$ cat src/rtl/controle_escrita_banco.sv
// controle_escrita_banco
// Write-back sequencer in front of the register bank. Three producers
// (memory load, jump-and-link, ULA) compete for a small FIFO under fixed
// priority memory > jal > ula. The FIFO drains one entry per cycle onto the
// bank's single write port. The module also exports a per-register pending
// vector so upstream logic can check for hazards.
// Optional feature: define ESCRITA_BYPASS_EN so that a transfer arriving at an
// empty, idle FIFO is written straight to the bank in the same cycle.
module controle_escrita_banco #(
  parameter int PROFUNDIDADE = 4
) (
  input  logic        clock,
  input  logic        reset,
  input  logic        mem_valido,
  input  logic [31:0] mem_dado,
  input  logic [8:0]  mem_reg,
  output logic        mem_pronto,
  input  logic        jal_valido,
  input  logic [31:0] jal_pc,
  input  logic [8:0]  jal_reg,
  output logic        jal_pronto,
  input  logic        ula_valido,
  input  logic [31:0] ula_dado,
  input  logic [8:0]  ula_reg,
  output logic        ula_pronto,
  input  logic        porta_ocupada,
  output logic [31:0] Dado,
  output logic [8:0]  RegEscrita,
  output logic        FlagEscrita,
  output logic [4:0]  ocupacao,
  output logic [31:0] pendente,
  output logic        erro_reg
);

  localparam int PW = (PROFUNDIDADE > 1) ? $clog2(PROFUNDIDADE) : 1;

  // Entry storage. Only in-range destinations are ever stored, so five
  // address bits per entry are enough.
  logic [31:0]              dadoMem [PROFUNDIDADE];
  logic [4:0]               regMem  [PROFUNDIDADE];
  logic [PROFUNDIDADE-1:0]  validoReg, validoNext;
  logic [PW-1:0]            cabecaReg, caudaReg;
  logic [4:0]               ocupacaoReg, ocupacaoNext;
  logic                     erroReg;

  logic        cheio, vazio;
  logic        aceite, entradaNoIntervalo;
  logic [31:0] entradaDado;
  logic [8:0]  entradaReg;
  logic        enfileira, desenfileira, usaBypass;
  logic [31:0] mascaraEntrada [PROFUNDIDADE];

  assign cheio = (ocupacaoReg == 5'(PROFUNDIDADE));
  assign vazio = (ocupacaoReg == 5'd0);

  // Ready depends only on registered fullness and the higher-priority valids;
  // everything is held off while reset is asserted.
  assign mem_pronto = !reset && !cheio;
  assign jal_pronto = !reset && !cheio && !mem_valido;
  assign ula_pronto = !reset && !cheio && !mem_valido && !jal_valido;

  // Select the single producer that completes its handshake this cycle.
  always_comb begin
    aceite      = 1'b0;
    entradaDado = 32'd0;
    entradaReg  = 9'd0;
    if (mem_valido && mem_pronto) begin
      aceite      = 1'b1;
      entradaDado = mem_dado;
      entradaReg  = mem_reg;
    end else if (jal_valido && jal_pronto) begin
      aceite      = 1'b1;
      entradaDado = jal_pc;
      entradaReg  = jal_reg;
    end else if (ula_valido && ula_pronto) begin
      aceite      = 1'b1;
      entradaDado = ula_dado;
      entradaReg  = ula_reg;
    end
  end

  assign entradaNoIntervalo = (entradaReg[8:5] == 4'd0);

  // The head leaves only when the port is free; reset discards it instead.
  assign desenfileira = !vazio && !porta_ocupada && !reset;

`ifdef ESCRITA_BYPASS_EN
  assign usaBypass = vazio && !porta_ocupada && aceite && entradaNoIntervalo;
`else
  assign usaBypass = 1'b0;
`endif

  // Out-of-range entries complete the handshake but are dropped here.
  assign enfileira = aceite && entradaNoIntervalo && !usaBypass;

  // Bank write port: head entry, bypassed entry, or all zeros.
  always_comb begin
    FlagEscrita = 1'b0;
    Dado        = 32'd0;
    RegEscrita  = 9'd0;
    if (desenfileira) begin
      FlagEscrita = 1'b1;
      Dado        = dadoMem[cabecaReg];
      RegEscrita  = {4'd0, regMem[cabecaReg]};
    end else if (usaBypass) begin
      FlagEscrita = 1'b1;
      Dado        = entradaDado;
      RegEscrita  = entradaReg;
    end
  end

  // Next valid map and occupancy. Push and pop never hit the same slot:
  // push needs a non-full FIFO and pop a non-empty one.
  always_comb begin
    validoNext = validoReg;
    if (desenfileira) validoNext[cabecaReg] = 1'b0;
    if (enfileira)    validoNext[caudaReg]  = 1'b1;
    ocupacaoNext = ocupacaoReg + {4'd0, enfileira} - {4'd0, desenfileira};
  end

  // Control state: pointers, occupancy, valid bits and the sticky error.
  always_ff @(posedge clock) begin
    if (reset) begin
      cabecaReg   <= '0;
      caudaReg    <= '0;
      ocupacaoReg <= 5'd0;
      validoReg   <= '0;
      erroReg     <= 1'b0;
    end else begin
      if (desenfileira) cabecaReg <= PW'((32'(cabecaReg) + 1) % PROFUNDIDADE);
      if (enfileira)    caudaReg  <= PW'((32'(caudaReg) + 1) % PROFUNDIDADE);
      ocupacaoReg <= ocupacaoNext;
      validoReg   <= validoNext;
      if (aceite && !entradaNoIntervalo) erroReg <= 1'b1;
    end
  end

  // Entry payload; no reset needed because the valid bits qualify it.
  always_ff @(posedge clock) begin
    if (enfileira) begin
      dadoMem[caudaReg] <= entradaDado;
      regMem[caudaReg]  <= entradaReg[4:0];
    end
  end

  // One-hot destination mask per slot, zero for empty slots.
  genvar gi;
  generate
    for (gi = 0; gi < PROFUNDIDADE; gi++) begin : gMascara
      assign mascaraEntrada[gi] = validoReg[gi] ? (32'd1 << regMem[gi]) : 32'd0;
    end
  endgenerate

  // Pending vector is the OR of all slot masks.
  always_comb begin
    pendente = 32'd0;
    for (int e = 0; e < PROFUNDIDADE; e++) pendente = pendente | mascaraEntrada[e];
  end

  assign ocupacao = ocupacaoReg;
  assign erro_reg = erroReg;

endmodule

$ cat config.mk
export PLATFORM = sky130hd
export DESIGN_NAME = controle_escrita_banco
export DESIGN_NICKNAME = d
export VERILOG_FILES = /design/src/rtl/controle_escrita_banco.sv
export SDC_FILE = /design/constraint.sdc
export NUM_CORES = 1
export LEC_CHECK = 0
export ABC_AREA = 0
export CAP_MARGIN = 20
export CELL_PAD_IN_SITES_DETAIL_PLACEMENT = 0
export CELL_PAD_IN_SITES_GLOBAL_PLACEMENT = 1
export CORE_MARGIN = 2
export CORE_UTILIZATION = 36
export CTS_CLUSTER_SIZE = 40
export DETAILED_ROUTE_END_ITERATION = 7
export GPL_ROUTABILITY_DRIVEN = 0
export GPL_TIMING_DRIVEN = 0
export PLACE_DENSITY = 0.8
export SYNTH_ARGS = -nofsm -noshare
export SYNTH_HDL_FRONTEND = slang
export SYNTH_SLANG_ARGS = --single-unit
$ cat constraint.sdc
create_clock -name clock -period 2.91 [get_ports clock]
set_clock_uncertainty 0.15 [all_clocks]
set_input_delay 0.582 -clock clock [delete_from_list [all_inputs] [get_ports clock]]
set_output_delay 0.582 -clock clock [all_outputs]
set_load 0.1 [all_outputs]
# --- Word-level counts from Yosys, hierarchy flattened ---
# Memory sizes are Yosys's and may differ from the RTL's. A register that Yosys moved wholly into a read port is not among the register bits.
# Cells that the tools add are included.
totals:
  reg_bits: 14
  latch_bits: 0
  mem_bits_rw: 148
  mem_bits_ro: 0
  in_bits: 129
  output_inout_bits: 83
  wordCells: 75
  memories: 2
op_classes:
  add_sub_neg: 4
  n_mul: 0
  n_div: 0
  n_lt_le_gt_ge: 4
  n_eq_ne: 1
  n_shift: 4
  muxes: 28
  n_bitwise: 6
  n_reduce_logical: 21
memory_table:
  columns: ["memory", "depth", "width", "read_ports", "rd_clocked_by_memory_dff", "write_ports", "line", "rtl"]
  rows:
  - ["dadoMem", 4, 32, 1, 1, 1, "39", "logic [31:0] dadoMem [PROFUNDIDADE];"]
  - ["regMem", 4, 5, 5, 1, 1, "40", "logic [4:0] regMem [PROFUNDIDADE];"]
op_table:
  columns: ["cell", "n"]
  rows:
  - ["$mux 32", 8]
  - ["$shl 1x5->32 const A", 4]
  - ["$or 32x32->32", 3]
  - ["$mux 9", 3]
  - ["$logic_and 1x1->1", 12]
  - ["$mux 1", 8]
  - ["$mux 2", 4]
  - ["$mux 4", 2]
  - ["$logic_not 1->1", 7]
  - ["$lt 2x3->1 const B", 2]
  - ["$add 5x1->5", 1]
  - ["$eq 5x3->1 const B", 1]
  - ["$logic_not 5->1", 1]
  - ["$mux 5", 1]
  - ["$sub 5x1->5", 1]
  - ["$add 2x1->2 const B", 2]
  - ["$and 4x4->4", 1]
  - ["$demux 1 s2", 2]
  - ["$ge 2x1->1 const B", 2]
  - ["$logic_not 4->1", 1]
  - ["$not 4->4", 1]
  - ["$or 4x4->4", 1]

# --- Depth between registers and ports, before layout ---
logic_depth:
  ltp_word: 13
  ltp_mapped: 16
  mapped_depth_nobuf: 15

# --- Worst setup path before layout ---
# Ideal clock, no wire load.
synth_path:
  path_type: "register to output"
  startpoint: "reg ocupacaoReg[3] (netlist: ocupacao[3])"
  endpoint: "out ula_pronto"
  arrival_ns: 3.934
  required_time_ns: 2.178
  setup_slack_ns: -1.756
  stages_incl_launch_ff: 7
  path_buffers: 1
  path_cell_list: "dfxtp_1 inv_1 ha_1 nor4b_4 or2_0 buf_2 nor3_1"
synth_via:
  elab_chain_len: 5
synth_lines:
  columns: ["item", "line", "rtl"]
  rows:
  - ["from (decl)", "43", "logic [4:0] ocupacaoReg, ocupacaoNext;"]
  - ["from (signal assigned)", "132", "ocupacaoReg <= ocupacaoNext;"]
  - ["$eq 5x3->1", "53", "assign cheio = (ocupacaoReg == 5'(PROFUNDIDADE));"]
  - ["$logic_not 1->1", "60", "assign ula_pronto = !reset && !cheio && !mem_valido && !jal_valido;"]
  - ["$logic_and 1x1->1 (3 in series)", "60", null]
  - ["to (decl)", "25", "output logic ula_pronto,"]
# Every way passes these cells.

# --- Worst setup path in the final report ---
layout_path:
  startpoint: "in reset"
  endpoint: "out Dado[2]"
layout_via:
  elab_chain_len: 3
layout_lines:
  columns: ["item", "line", "rtl"]
  rows:
  - ["from (decl)", "13", "input logic reset,"]
  - ["$logic_not 1->1", "85", "assign desenfileira = !vazio && !porta_ocupada && !reset;"]
  - ["$logic_and 1x1->1", "85", null]
  - ["$mux 32", "101", "if (desenfileira) begin"]
  - ["to (decl)", "27", "output logic [31:0] Dado,"]
# Every way passes these cells.

==> impl_metrics.json <==
{
  "min_period_ns": 2.85,
  "cts_tree": "yes",
  "slew_viol_final": 0,
  "clock_path_buffers": 2,
  "clockPowerShare_pct": 30.0,
  "synth_cell_types": 59,
  "synth-warning-count": 0,
  "crit_start": "reset",
  "p_leak_nw": 4.42,
  "cp_max_fo": 10,
  "rsz0062_at_grt": "yes",
  "largest_register_ffs": 128,
  "holdBufCountCts": 0,
  "fin_util_pct": 53.1,
  "critPathCaptureType": "output port",
  "setup_viol_count_final": 0,
  "critPathMaxStageDelay_ns": 0.31,
  "dr.pass1.iters": 5,
  "dpl_cell_area_sq_um": 11400,
  "synth_edf_count": 148,
  "crit_buf_inv": 5,
  "hpwl_mm": 17.1,
  "die_w_um": 159,
  "final_area_sq_um": 12500,
  "dp_slack_ns": -1.69,
  "top_register": "dadoMem",
  "ir_drop_mv": 0.400,
  "tightest_slew_ns": 1.07,
  "grt.overflow.total": 0,
  "ys_top_cells_by_count": "edfxtp_1 (148), inv_1 (52), a21oi_1 (47), and2_1 (41), mux4_2 (37)",
  "p_int_w": 0.00511,
  "path_cells": "dlygate4sd2_1 -> clkbuf_4 -> a211oi_4 -> buf_12 -> clkbuf_4 -> and2_2 -> buf_12",
  "grt_start_max_net_pins": 38,
  "clk_pin_slew_ns": 0.06,
  "yosys.cell_count.top_type": "edfxtp_1",
  "root_buffer": "clkbuf_16",
  "final.period_utilization_pct": 98.1,
  "grt_pass1_wl_mm": 37.0,
  "finalHoldViolCount": 0,
  "crit_family": "buffers and inverters",
  "clk_latency_ns": 0.42,
  "netlist.top_cell.by_area": "edfxtp_1",
  "io_pins": 212,
  "vias": 6415,
  "async_flop_share_pct": 0,
  "startpoint_type": "primary input",
  "worstPathArrival_ns": 2.12,
  "ant_nets": 0,
  "drc_errors": 0,
  "synthCells": 632,
  "comb_power_share_pct": 34.3,
  "layout.nets": 1023,
  "avgSynthCellArea_sq_um": 13.6,
  "slowest_stage": "dlygate4sd2_1",
  "start_util_pct": 36.7,
  "netlist_top_cells_area": "edfxtp_1 (52%), mux4_2 (9.7%), a221oi_2 (5.7%)",
  "wirelength_mm": 23.9,
  "hold_start": "erro_reg",
  "num_antenna_cells": 0,
  "htree_levels": 4,
  "switching_share_pct": 34.4,
  "avgRoutedWirePerCell_um": 19.8,
  "ys_seq_area_share_pct": 55.3,
  "p_per_area_nw_per_um2": 625,
  "rows": 56,
  "cts_buffers": 17,
  "grt_pass1_vias": 6647,
  "run_status": "finished clean",
  "maxSlewHeadroom_pct": 28.3,
  "p_sw_w": 0.00268,
  "synthFlopType": "edfxtp_1",
  "max_cap_violations": 0,
  "area_growth_pct": 44.5,
  "clock-sinks": 164,
  "synth_seq_cells": 164,
  "hold_path.class": "reg2reg",
  "antenna_found_initial": 0,
  "p_seq_share_pct": 35.7,
  "dieArea_sq_um": 25200,
  "die_y_um": 159,
  "port_buffers": 206,
  "worstReg2RegStart": "ocupacao[3]",
  "worstPathRequired_ns": 2.18,
  "grt_use_total_pct": 18.9,
  "drive_above_1_share_pct": 38.0,
  "drt_iter0_drc": 404,
  "worst_slack_ns": 0.0553,
  "design.core.area_sq_um": 23500,
  "syn_area_sq_um": 8620,
  "crit_type": "in2out",
  "avgViaCountPerCell": 5.30,
  "yosys.area.top_type_share_pct": 51.5,
  "fmax_mhz": 350
}
logic make-up (layout without fill, tap and decap cells):
logic type | Yosys count | count (layout) | synth area share (%)
flops | 164 | 164 | 55.3
fa+ha+maj | 15 | 15 | 2.26
other cells | 1 | 4 | 0.0435
xor+xnor | 3 | 3 | 0.305
mux | 39 | 39 | 9.90
simple gates | 161 | 161 | 11.0
buf+inv | 92 | 349 | 5.18
compound gates | 157 | 157 | 16.1
layout make-up:
type / count / area (sq um)
clock buffers: 17 / 425
flip-flops and latches: 164 / 4780
clock inverters: 15 / 193
plain buffers: 38 / 317
inverters: 53 / 199
multi-input cells: 379 / 3800
repair buffers: 226 / 2340
well taps: 319 / 399
fillers: 2037 / 11000
timing repair:
| item | 4_1_cts | 5_1_grt |
|---|---|---|
| gates resized for setup | 496 | 69 |
| pin swaps | 5 | 9 |
| endpoints found under the setup margin | 225 | 290 |
| buffers inserted | 6 | 14 |
final timing paths:
check / to / slack, ns / cells after the start
min reg2reg: erro_reg / 0.32 / 2
max: Dado[2] / 0.06 / 7
min: erro_reg / 0.32 / 2
max reg2reg: ocupacao[4] / 0.09 / 16
stage by stage:
step / instances / hold WS, ns / total power (W) / TNS [ns]
5_1_grt: 1211 / 0.355 / 0.00808 / -0.245
3_3_place_gp: 1160 / 0.317 / 0.00531 / -221.45
4_1_cts: 1198 / 0.328 / 0.00776 / 0
2_1_floorplan: 635 / 0.364 / 0.00464 / -3.35
3_5_place_dp: 1160 / 0.314 / 0.00532 / -237.71
6_report: 1211 / 0.324 / 0.00779 / 0
per-layer routing:
layer / vias up / wire length [um] / track usage, %
met5: - / 0 / 0
met1: 3147 / 9560 / 22.9
met3: 34 / 1610 / 4.18
li1: 2998 / - / -
met2: 236 / 12300 / 33.4
met4: 0 / 448 / 5.71
cell usage in the layout (no fill, tap or decap), types with 11 or more instances in the layout:
cell type / instances
buf_8: 11
buf_4: 43
dfxtp_1: 11
a221oi_2: 33
edfxtp_1: 148
mux4_2: 37
inv_1: 49
clkbuf_4: 11
and2_2: 40
ha_1: 12
nand2b_1: 14
o221ai_2: 24
nor2_1: 25
buf_6: 36
clkbuf_16: 17
clkdlybuf4s50_1: 125
a21oi_1: 46
nand2_1: 19
a22oi_1: 16
buf_12: 12
power by group through the flow:
| stage | logic, W | registers (W) | clock network, W |
|---|---|---|---|
| floorplan | 0.00161 | 0.00303 | 0 |
| global placement | 0.00247 | 0.00283 | 0 |
| detailed placement | 0.00249 | 0.00283 | 0 |
| CTS | 0.00261 | 0.00278 | 0.00236 |
| global route | 0.00284 | 0.00279 | 0.00245 |
| finish | 0.00267 | 0.00278 | 0.00233 |
worst min-delay path, stage by stage, from the launching register on:
cell,delay (ns)
dfxtp_1,0.31
inv_1,0.04
o21ai_0,0.07
Power figures use the tool's default switching activity.
